<file path="config.mk">
export PLATFORM = sky130hd
export DESIGN_NAME = nrisc_ula_mul_seq_flat
export DESIGN_NICKNAME = d
export VERILOG_FILES = /design/src/rtl/nrisc_ula_pkg.sv /design/src/rtl/nrisc_ula_mul_seq_if.sv /design/src/rtl/nrisc_ula_port_mux.sv /design/src/rtl/nrisc_ula_mul_seq.sv /design/src/flat_wrapper.sv
export SDC_FILE = /design/constraint.sdc
export NUM_CORES = 1
export LEC_CHECK = 0
export ABC_AREA = 1
export CORE_ASPECT_RATIO = 1.5
export CORE_MARGIN = 4
export CORE_UTILIZATION = 39
export DETAILED_ROUTE_END_ITERATION = 8
export PLACE_DENSITY = 0.84
export SETUP_SLACK_MARGIN = 0.02
export SKIP_CTS_REPAIR_TIMING = 1
export SYNTH_ARGS = -nofsm -noshare
export SYNTH_HDL_FRONTEND = slang
export SYNTH_SLANG_ARGS = --single-unit
</file>
<file path="constraint.sdc">
create_clock -name clk -period 1.4 [get_ports clk]
set_input_delay 0.14 -clock clk [delete_from_list [all_inputs] [get_ports clk]]
set_output_delay 0.14 -clock clk [all_outputs]
set_load 0.03 [all_outputs]
</file>
<file path="src/rtl/nrisc_ula_pkg.sv">
// nrisc_ula_pkg
// Shared definitions for the ULA and the multi-cycle sequencer that owns the
// ULA select path: command encodings, flag bit positions, sequencer state
// encoding and the ULA ownership type.
package nrisc_ula_pkg;

   // ULA commands
   localparam logic [3:0] CMD_ADD = 4'b0000;
   localparam logic [3:0] CMD_SUB = 4'b0001;
   localparam logic [3:0] CMD_SHR = 4'b1000;
   localparam logic [3:0] CMD_XOR = 4'b1001;
   localparam logic [3:0] CMD_AND = 4'b1010;
   localparam logic [3:0] CMD_OR  = 4'b1011;
   localparam logic [3:0] CMD_SHL = 4'b1100;

   // Bit positions inside the 3-bit flag vector {minus, zero, carry}
   localparam int FLAG_CARRY = 0;
   localparam int FLAG_ZERO  = 1;
   localparam int FLAG_MINUS = 2;

   // Sequencer state encoding
   localparam int         ST_W    = 3;
   localparam logic [2:0] ST_IDLE = 3'd0;
   localparam logic [2:0] ST_ADD  = 3'd1;
   localparam logic [2:0] ST_SHL  = 3'd2;
   localparam logic [2:0] ST_SHR  = 3'd3;
   localparam logic [2:0] ST_DONE = 3'd4;

   // Who drives the ULA operand/command inputs
   typedef enum logic {
      OWN_PIPE = 1'b0,
      OWN_SEQ  = 1'b1
   } ula_owner_e;

   // The sequencer holds the ULA (and refuses pipeline requests) in these states
   function automatic logic is_busy_state(input logic [2:0] st);
      return (st == ST_ADD) || (st == ST_SHL) || (st == ST_SHR);
   endfunction

endpackage

</file>
<file path="src/rtl/nrisc_ula_mul_seq_if.sv">
// nrisc_ula_mul_seq_if
// Groups the pipeline-side ULA request path and the multiply handshake of
// the sequencer.
//   PIPE_A/B/ctrl/req  pipeline ULA request      (master -> slave)
//   PIPE_stall         request refused this cycle (slave -> master)
//   PIPE_OUT/flags     ULA result forwarded       (slave -> master)
//   MUL_start/A/B      multiply start + operands  (master -> slave)
//   MUL_busy/done      sequence status            (slave -> master)
//   MUL_result         registered product         (slave -> master)
interface nrisc_ula_mul_seq_if #(
   parameter int TAM = 16
);
   logic [TAM-1:0] PIPE_A;
   logic [TAM-1:0] PIPE_B;
   logic [3:0]     PIPE_ctrl;
   logic           PIPE_req;
   logic           PIPE_stall;
   logic [TAM-1:0] PIPE_OUT;
   logic [2:0]     PIPE_flags;

   logic           MUL_start;
   logic [TAM-1:0] MUL_A;
   logic [TAM-1:0] MUL_B;
   logic           MUL_busy;
   logic           MUL_done;
   logic [TAM-1:0] MUL_result;

   modport master (
      output PIPE_A, PIPE_B, PIPE_ctrl, PIPE_req,
      input  PIPE_stall, PIPE_OUT, PIPE_flags,
      output MUL_start, MUL_A, MUL_B,
      input  MUL_busy, MUL_done, MUL_result
   );

   modport slave (
      input  PIPE_A, PIPE_B, PIPE_ctrl, PIPE_req,
      output PIPE_stall, PIPE_OUT, PIPE_flags,
      input  MUL_start, MUL_A, MUL_B,
      output MUL_busy, MUL_done, MUL_result
   );
endinterface

</file>
<file path="src/rtl/nrisc_ula_port_mux.sv">
// nrisc_ula_port_mux
// Owner mux in front of the ULA: selects pipeline or sequencer drive of the
// ULA operand and command inputs.
//   owner            OWN_PIPE / OWN_SEQ
//   pipe_a/b/ctrl    pipeline request
//   seq_a/b/ctrl     sequencer drive
//   ula_a/b/ctrl     to the ULA
module nrisc_ula_port_mux
   import nrisc_ula_pkg::*;
#(
   parameter int TAM = 16
) (
   input  ula_owner_e     owner,
   input  logic [TAM-1:0] pipe_a,
   input  logic [TAM-1:0] pipe_b,
   input  logic [3:0]     pipe_ctrl,
   input  logic [TAM-1:0] seq_a,
   input  logic [TAM-1:0] seq_b,
   input  logic [3:0]     seq_ctrl,
   output logic [TAM-1:0] ula_a,
   output logic [TAM-1:0] ula_b,
   output logic [3:0]     ula_ctrl
);

   always_comb begin
      if (owner == OWN_SEQ) begin
         ula_a    = seq_a;
         ula_b    = seq_b;
         ula_ctrl = seq_ctrl;
      end else begin
         ula_a    = pipe_a;
         ula_b    = pipe_b;
         ula_ctrl = pipe_ctrl;
      end
   end

endmodule

</file>
<file path="src/rtl/nrisc_ula_mul_seq.sv">
// nrisc_ula_mul_seq
// Multi-cycle controller that owns the ULA select path. Idle: pipeline ULA
// requests pass straight through. On MUL_start it borrows the ULA and runs
// an unsigned shift-add multiply (low TAM bits of A*B) using only ADD, SHL
// and SHR, then hands the ULA back.
//   clk, rst_n          clock, async active-low reset
//   bus (slave)         pipeline request path + multiply handshake
//   ULA_A/B/ctrl        to the ULA
//   ULA_OUT, ULA_flags  from the ULA ({minus, zero, carry})
//
// state   | meaning
// --------+---------------------------------------------------------------
// IDLE    | ULA owned by pipeline; MUL_start loads operands
// ADD     | acc += mcand when mplr[0]=1 (ULA driven with ADD 0+0 otherwise)
// SHL     | mcand <<= 1
// SHR     | mplr >>= 1, cnt++; leave when mplr hits zero or last bit done
// DONE    | MUL_done pulse, ULA back to pipeline
module nrisc_ula_mul_seq
   import nrisc_ula_pkg::*;
#(
   parameter int TAM = 16,
   parameter int CW  = $clog2(TAM)
) (
   input  logic                  clk,
   input  logic                  rst_n,
   nrisc_ula_mul_seq_if.slave    bus,
   output logic [TAM-1:0]        ULA_A,
   output logic [TAM-1:0]        ULA_B,
   output logic [3:0]            ULA_ctrl,
   input  logic [TAM-1:0]        ULA_OUT,
   input  logic [2:0]            ULA_flags
);

   logic [ST_W-1:0] state_q, state_d;
   logic [TAM-1:0]  acc_q, acc_d;
   logic [TAM-1:0]  mcand_q, mcand_d;
   logic [TAM-1:0]  mplr_q, mplr_d;
   logic [CW-1:0]   cnt_q, cnt_d;
   logic [TAM-1:0]  result_q, result_d;

   ula_owner_e      owner;
   logic [TAM-1:0]  seq_a;
   logic [TAM-1:0]  seq_b;
   logic [3:0]      seq_ctrl;
   logic            mul_done;
   logic            mul_busy;

   always_comb begin
      state_d  = state_q;
      acc_d    = acc_q;
      mcand_d  = mcand_q;
      mplr_d   = mplr_q;
      cnt_d    = cnt_q;
      result_d = result_q;
      owner    = OWN_PIPE;
      seq_a    = '0;
      seq_b    = '0;
      seq_ctrl = CMD_ADD;
      mul_done = 1'b0;

      case (state_q)
         ST_IDLE: begin
            if (bus.MUL_start) begin
               acc_d   = '0;
               mcand_d = bus.MUL_A;
               mplr_d  = bus.MUL_B;
               cnt_d   = '0;
               if (bus.MUL_B == '0) begin
                  // Product is trivially zero; publish it on entry to DONE
                  result_d = '0;
                  state_d  = ST_DONE;
               end else begin
                  state_d = ST_ADD;
               end
            end
         end

         ST_ADD: begin
            owner = OWN_SEQ;
            if (mplr_q[0]) begin
               seq_a = acc_q;
               seq_b = mcand_q;
               acc_d = ULA_OUT;
            end
            state_d = ST_SHL;
         end

         ST_SHL: begin
            owner    = OWN_SEQ;
            seq_a    = mcand_q;
            seq_b    = TAM'(1);
            seq_ctrl = CMD_SHL;
            mcand_d  = ULA_OUT;
            state_d  = ST_SHR;
         end

         ST_SHR: begin
            owner    = OWN_SEQ;
            seq_a    = mplr_q;
            seq_b    = TAM'(1);
            seq_ctrl = CMD_SHR;
            mplr_d   = ULA_OUT;
            cnt_d    = cnt_q + CW'(1);
            if (ULA_flags[FLAG_ZERO] || (cnt_q == CW'(TAM - 1))) begin
               // acc is final here (SHR never touches it); loading the result
               // now makes MUL_result valid in the same cycle as MUL_done
               result_d = acc_q;
               state_d  = ST_DONE;
            end else begin
               state_d = ST_ADD;
            end
         end

         ST_DONE: begin
            mul_done = 1'b1;
            state_d  = ST_IDLE;
         end

         default: state_d = ST_IDLE;
      endcase
   end

   always_ff @(posedge clk or negedge rst_n) begin
      if (!rst_n) begin
         state_q  <= ST_IDLE;
         acc_q    <= '0;
         mcand_q  <= '0;
         mplr_q   <= '0;
         cnt_q    <= '0;
         result_q <= '0;
      end else begin
         state_q  <= state_d;
         acc_q    <= acc_d;
         mcand_q  <= mcand_d;
         mplr_q   <= mplr_d;
         cnt_q    <= cnt_d;
         result_q <= result_d;
      end
   end

   assign mul_busy = is_busy_state(state_q);

   nrisc_ula_port_mux #(
      .TAM (TAM)
   ) u_port_mux (
      .owner     (owner),
      .pipe_a    (bus.PIPE_A),
      .pipe_b    (bus.PIPE_B),
      .pipe_ctrl (bus.PIPE_ctrl),
      .seq_a     (seq_a),
      .seq_b     (seq_b),
      .seq_ctrl  (seq_ctrl),
      .ula_a     (ULA_A),
      .ula_b     (ULA_B),
      .ula_ctrl  (ULA_ctrl)
   );

   assign bus.PIPE_stall = bus.PIPE_req & mul_busy;
   assign bus.PIPE_OUT   = ULA_OUT;
   assign bus.PIPE_flags = ULA_flags;
   assign bus.MUL_busy   = mul_busy;
   assign bus.MUL_done   = mul_done;
   assign bus.MUL_result = result_q;

endmodule

</file>
<file path="src/flat_wrapper.sv">
// flat-port wrapper written by rule: the top's interface ports become plain ports
module nrisc_ula_mul_seq_flat import nrisc_ula_pkg::*;
#(
   parameter int TAM = 16,
   parameter int CW  = $clog2(TAM)
)
  (clk, rst_n, ULA_A, ULA_B, ULA_ctrl, ULA_OUT, ULA_flags, bus_PIPE_A, bus_PIPE_B, bus_PIPE_ctrl, bus_PIPE_req, bus_PIPE_stall, bus_PIPE_OUT, bus_PIPE_flags, bus_MUL_start, bus_MUL_A, bus_MUL_B, bus_MUL_busy, bus_MUL_done, bus_MUL_result);
  nrisc_ula_mul_seq_if #(.TAM(TAM)) bus_i ();
  input  logic clk;
  input  logic rst_n;
  output logic [TAM-1:0] ULA_A;
  output logic [TAM-1:0] ULA_B;
  output logic [3:0] ULA_ctrl;
  input  logic [TAM-1:0] ULA_OUT;
  input  logic [2:0] ULA_flags;
  input wire logic [$bits(bus_i.PIPE_A)-1:0] bus_PIPE_A;
  input wire logic [$bits(bus_i.PIPE_B)-1:0] bus_PIPE_B;
  input wire logic [$bits(bus_i.PIPE_ctrl)-1:0] bus_PIPE_ctrl;
  input wire logic [$bits(bus_i.PIPE_req)-1:0] bus_PIPE_req;
  output wire logic [$bits(bus_i.PIPE_stall)-1:0] bus_PIPE_stall;
  output wire logic [$bits(bus_i.PIPE_OUT)-1:0] bus_PIPE_OUT;
  output wire logic [$bits(bus_i.PIPE_flags)-1:0] bus_PIPE_flags;
  input wire logic [$bits(bus_i.MUL_start)-1:0] bus_MUL_start;
  input wire logic [$bits(bus_i.MUL_A)-1:0] bus_MUL_A;
  input wire logic [$bits(bus_i.MUL_B)-1:0] bus_MUL_B;
  output wire logic [$bits(bus_i.MUL_busy)-1:0] bus_MUL_busy;
  output wire logic [$bits(bus_i.MUL_done)-1:0] bus_MUL_done;
  output wire logic [$bits(bus_i.MUL_result)-1:0] bus_MUL_result;
  assign bus_i.PIPE_A = bus_PIPE_A;
  assign bus_i.PIPE_B = bus_PIPE_B;
  assign bus_i.PIPE_ctrl = bus_PIPE_ctrl;
  assign bus_i.PIPE_req = bus_PIPE_req;
  assign bus_PIPE_stall = bus_i.PIPE_stall;
  assign bus_PIPE_OUT = bus_i.PIPE_OUT;
  assign bus_PIPE_flags = bus_i.PIPE_flags;
  assign bus_i.MUL_start = bus_MUL_start;
  assign bus_i.MUL_A = bus_MUL_A;
  assign bus_i.MUL_B = bus_MUL_B;
  assign bus_MUL_busy = bus_i.MUL_busy;
  assign bus_MUL_done = bus_i.MUL_done;
  assign bus_MUL_result = bus_i.MUL_result;
  nrisc_ula_mul_seq #(.TAM(TAM), .CW(CW)) u_core (.clk(clk), .rst_n(rst_n), .bus(bus_i), .ULA_A(ULA_A), .ULA_B(ULA_B), .ULA_ctrl(ULA_ctrl), .ULA_OUT(ULA_OUT), .ULA_flags(ULA_flags));
endmodule
</file>
Word-level counts from Yosys, hierarchy flattened
Cells that the tools add are included.
{"block": "word_totals", "ff_bits": 71, "in_bits": 91, "out_inout_bits": 74}
{"block": "op_classes", "addsub": 1, "n_eq_ne": 9, "muxes": 27, "bitwise": 1, "reduce_logical": 14}
{"operator": "$mux 16", "n": 11}
{"operator": "$pmux 16 s2", "n": 5}
{"operator": "$pmux 16 s3", "n": 1}
{"operator": "$logic_not 16->1", "n": 1}
{"operator": "$pmux 4 s2", "n": 2}
{"operator": "$pmux 3 s4", "n": 1}
{"operator": "$mux 3", "n": 3}
{"operator": "$mux 4", "n": 2}
{"operator": "$eq 3x2->1 const B", "n": 2}
{"operator": "$ne 2x1->1 const B", "n": 3}
{"operator": "$reduce_bool 2->1", "n": 3}
{"operator": "$add 4x1->4 const B", "n": 1}
{"operator": "$eq 4x4->1 const B", "n": 1}
{"operator": "$reduce_and 2->1", "n": 2}
{"operator": "$reduce_and 4->1", "n": 1}
{"operator": "$eq 3x1->1 const B", "n": 1}
{"operator": "$eq 3x3->1 const B", "n": 1}
{"operator": "$logic_not 3->1", "n": 1}
{"operator": "$logic_or 1x1->1", "n": 3}
{"operator": "$reduce_and 3->1", "n": 1}
{"operator": "$reduce_or 3->1", "n": 1}
{"operator": "$mux 1", "n": 2}
{"operator": "$ne 2x2->1 const B", "n": 1}
{"operator": "$reduce_or 2->1", "n": 1}
{"operator": "$and 1x1->1", "n": 1}

Logic depth before layout (Yosys ltp)
{"block": "depth", "word_depth": 4, "depth_mapped": 10}

Modules after synthesis
Synthesis repeated with hierarchy kept, for this count alone.
{"block": "unflattened", "hier_cells": 606, "hier_area_um2": 4302.9}
{"module": "nrisc_ula_mul_seq", "n_inst": 1, "cells_per_inst": 490, "area_per_inst_um2": 3784.9, "seq_area_each_um2": 1776.7}
{"module": "nrisc_ula_port_mux", "n_inst": 1, "cells_per_inst": 116, "area_per_inst_um2": 518.0, "seq_area_each_um2": 0.0}

Worst setup path before layout
Ideal clock, no wire load.
{"block": "synth_path", "path_kind": "register to output", "startpoint": "reg u_core.state_q[2]", "endpoint": "out ULA_B[10]", "arrival_ns": 1.827, "path_slack_ns": -0.567, "path_stages_with_launch": 7, "n_path_buf": 1, "cell_sequence": "dfrtp_1 > inv_4 > nand3_4 > nor2_4 > inv_4 > clkbuf_1 > o21ai_0"}
{"block": "synth_via", "elab_chain_cells": 4}
{"element": "start: declaration", "line": "nrisc_ula_mul_seq.sv:34", "source": "logic [ST_W-1:0] state_q, state_d;"}
{"element": "start signal: assignment", "line": "nrisc_ula_mul_seq.sv:132", "source": "state_q <= state_d;"}
{"element": "$eq 3x2->1 or $eq 3x1->1 (tied branches)", "line": "nrisc_ula_mul_seq.sv:61", "source": "case (state_q)"}
{"element": "$reduce_or 2->1 (no source line) or $reduce_or 3->1 (tied branches)"}
{"element": "$pmux 16 s2 or $mux 1 (tied branches)", "line": "nrisc_ula_mul_seq.sv:61"}
{"element": "$mux 16 (*)", "line": "nrisc_ula_port_mux.sv:26", "source": "if (owner == OWN_SEQ) begin"}
{"element": "end: declaration", "line": "flat_wrapper.sv:12", "source": "output logic [TAM-1:0] ULA_B;"}
Every way passes the cells marked *; elsewhere a longest branch is shown, timed or not.

Final worst setup path
{"block": "layout_path", "startpoint": "reg u_core.state_q[1]", "endpoint": "out ULA_A[14]"}
{"block": "layout_via", "elab_chain_cells": 4}
{"element": "$eq 3x2->1 or $eq 3x1->1 (tied branches)", "line": "nrisc_ula_mul_seq.sv:61"}
{"element": "$reduce_or 3->1 (no source line)"}
{"element": "$mux 1", "line": "nrisc_ula_mul_seq.sv:61"}
{"element": "$mux 16 (*)", "line": "nrisc_ula_port_mux.sv:26"}
{"element": "end: declaration", "line": "flat_wrapper.sv:11", "source": "output logic [TAM-1:0] ULA_A;"}
Marked as above.

==> out/metrics.yaml <==
outcome:
  status: "complete, but fails checks"
  violations: "setup timing"
global_routing:
  grtUsageMet1_pct: 27.6
  grt_busiest_layer: "met2"
  grt_pass1_wl_um: 23100
  antenna_found_initial: 0
  grt_max_degree: 62
  grt_pass1_vias: 4772
  grtUsageTotal_pct: 23.6
  use_met2_pct: 40.4
  overflow: 0
  use_met3_pct: 4.72
clock_network:
  clkSinkCount: 71
  cts_tree: "done"
  root_buffer: "clkbuf_16"
  cts_buffers: 9
  clock_latency_ns: 0.33
  clkTransAtPathRegs_ns: 0.05
  cts_max_path_buffers: 2
  h-tree-depth: 3
final_layout:
  final_layout_size_suffix_gt1_share_pct: 30.1
  multiInputGateArea_um2: 2440
  finalNetCount: 823
  antenna_cells: 0
  nFillCells: 639
  final_util_pct: 72.0
  syn2layout_area_growth_pct: 80.1
  seq_area_um2: 1780
logic_synthesis:
  syn_nets: 636
  synth_area_um2: 4050
  ys_seq_area_share_pct: 43.9
  avgSynthCellArea_um2: 7.45
  synth_cells: 544
  yosys_warnings: 0
  ys_seq_elements: 71
  ys_types: 28
critical_path:
  path_max_fanout: 8
  critPathLaunchType: "flop"
  r2r_start: "u_core.state_q[1]"
  cp-startpoint: "u_core.state_q[1]"
  worstPathArrival_ns: 1.71
  worst_ep_required_time_ns: 1.26
  cp-end-kind: "primary output"
  worst-setup-path-type: "flop to primary output"
timing:
  rsz0062_at_grt: "yes"
  max_freq_ghz: 0.541
  fin_crit_ns: 1.85
  finalMaxSlewViolations: 0
  tightest_slew_ns: 0.345
  finalHoldViolCount: 0
  setup_ws_ns: -0.449
  setup_viol: 109
  max_slew_margin_pct: 77.0
  finClkSkew_ns: 0.00511
  fin_crit_sh_pct: 132
  timing.hold.ws_ns: 0.182
die:
  die_x_um: 91.2
  dieArea_um2: 12100
  io_pins: 165
  num_rows: 45
  die_h_um: 133
  start_util_pct: 40.0
  core_um2: 10100
power_and_ir_drop:
  pwr-share-seq_pct: 19.1
  power.switching_mw: 8.37
  clock_power_share_pct: 12.9
  power_mw: 18.0
  powerDensity_nw_per_um2: 2470
  internal_power_mw: 9.62
  sw_frac_of_total_pct: 46.5
  power_frac_comb_pct: 68.1
  p_leak_nw: 3.49
  vdd_ir_drop_max_mv: 1.05
worst_hold_path:
  worstHoldPathType: "input port to asynchronous set/reset pin"
route:
  ant_nets: 0
  drt-initial-drc-count: 401
  num_vias: 4858
  avgViaCountPerCell: 5.70
  first_pass_iters: 5
  drc: 0
  wl_per_cell_um: 19.6
  wl_um: 16700
place:
  io_buffer_count: 160
  gp_congestion: 0.893
  post-dp-hpwl_um: 11100
flow_run:
  cap_violations: 0
worst max-delay path: stages (launching register included):
cell and delay [ns]:
dfrtp_2 0.45, buf_6 0.13, nand2_4 0.06, nor2_8 0.18, clkbuf_16 0.18, nand2_1 0.09, o2111ai_4 0.12, buf_6 0.16
power by group through the flow:
stage               Sequential [mW]  Combinational [mW]  Clock [mW]
global placement               3.32                9.52           0
CTS                            3.34                9.84        2.31
global route                   3.50                12.9        2.41
floorplan                      3.41                6.38           0
detailed placement             3.37                9.80           0
finish                         3.43                12.2        2.31
cell usage after synthesis, drive strengths merged:
cell,number,area share [%]
inv,47,4.6
nor2,66,6.9
o2111ai,16,3.5
clkbuf,5,0.46
nand2,163,16
dfrtp,71,44
o21ai,39,4.8
nand3b,1,0.19
xnor2,1,0.22
clkinv,1,0.093
ha,1,0.31
a31oi,30,4.6
a21oi,4,0.49
buf,43,6.6
nand3,53,7.2
o211ai,1,0.19
and2,1,0.15
nor3,1,0.12
worst paths after layout:
path / to / slack, ns / depth (start not counted)
hold / removal: u_core.mcand_q[0] / 0.18 / 2
max in group asynchronous: u_core.state_q[2] / 0.62 / 3
setup / recovery: ULA_A[14] / -0.45 / 7
hold reg to reg: u_core.bus.MUL_result[2] / 0.48 / 2
setup reg to reg: u_core.bus.MUL_result[15] / -0.33 / 11
min in group clk: bus_PIPE_flags[2] / 0.28 / 0
flip-flops by register name (all words and copies together) (netlist names):
signal,cells
u_core.acc_q,16
u_core.bus.MUL_result,16
u_core.mcand_q,16
u_core.mplr_q,16
u_core.cnt_q,4
u_core.state_q,3
per-layer routing:
| metal | share of wire, % | wire (um) |
|---|---|---|
| met5 | 0 | 0 |
| met4 | 4.5 | 755 |
| met3 | 6.7 | 1110 |
| met2 | 54 | 8920 |
| met1 | 35 | 5870 |
logic make-up after synthesis:
family                     after synthesis  synth area share [%]
and+or+nand+nor                        285                  30.2
buffers and inverters                   96                  11.8
AOI/OAI and AO/OA                       90                  13.6
DFF                                     71                  43.9
xor gates and xnor gates                 1                 0.216
adders and majority gates                1                 0.309
final cells by class:
class	count	area share, %
Clock inverter	3	0.583
Sequential cell	71	24.4
Timing Repair Buffer	223	33.0
Clock buffer	12	3.52
Tap cell	117	2.01
Multi-Input combinational cell	378	33.5
Inverter	48	3.00
cell usage in the layout (no fill, tap or decap), drive strengths merged:
| master | instances |
|---|---|
| buf | 113 |
| clkdlybuf4s50 | 87 |
| a21oi | 4 |
| bufinv | 1 |
| nand3b | 1 |
| nor2 | 66 |
| nor3 | 1 |
| inv | 46 |
| and2 | 1 |
| dlymetal6s2s | 16 |
| nand3 | 53 |
| nand2 | 164 |
| a31oi | 30 |
| xnor2 | 1 |
| clkbuf | 18 |
| dfrtp | 71 |
| clkinv | 1 |
| dlygate4sd3 | 1 |
| ha | 1 |
| o21ai | 39 |
| o2111ai | 16 |
| o211ai | 1 |
| clkinvlp | 3 |
metrics by stage:
stage | cells | cell area [um^2] | setup TNS, ns | setup slack, ns
after global placement | 816 | 6250 | -7.80 | -0.156
final | 852 | 7300 | -27.96 | -0.449
after floorplan | 544 | 4520 | -2.69 | -0.136
after detailed placement | 816 | 6250 | -12.46 | -0.223
after global routing | 852 | 7300 | -34.77 | -0.497
after CTS | 831 | 6550 | -28.62 | -0.535
(Power assumes the default switching activity.)
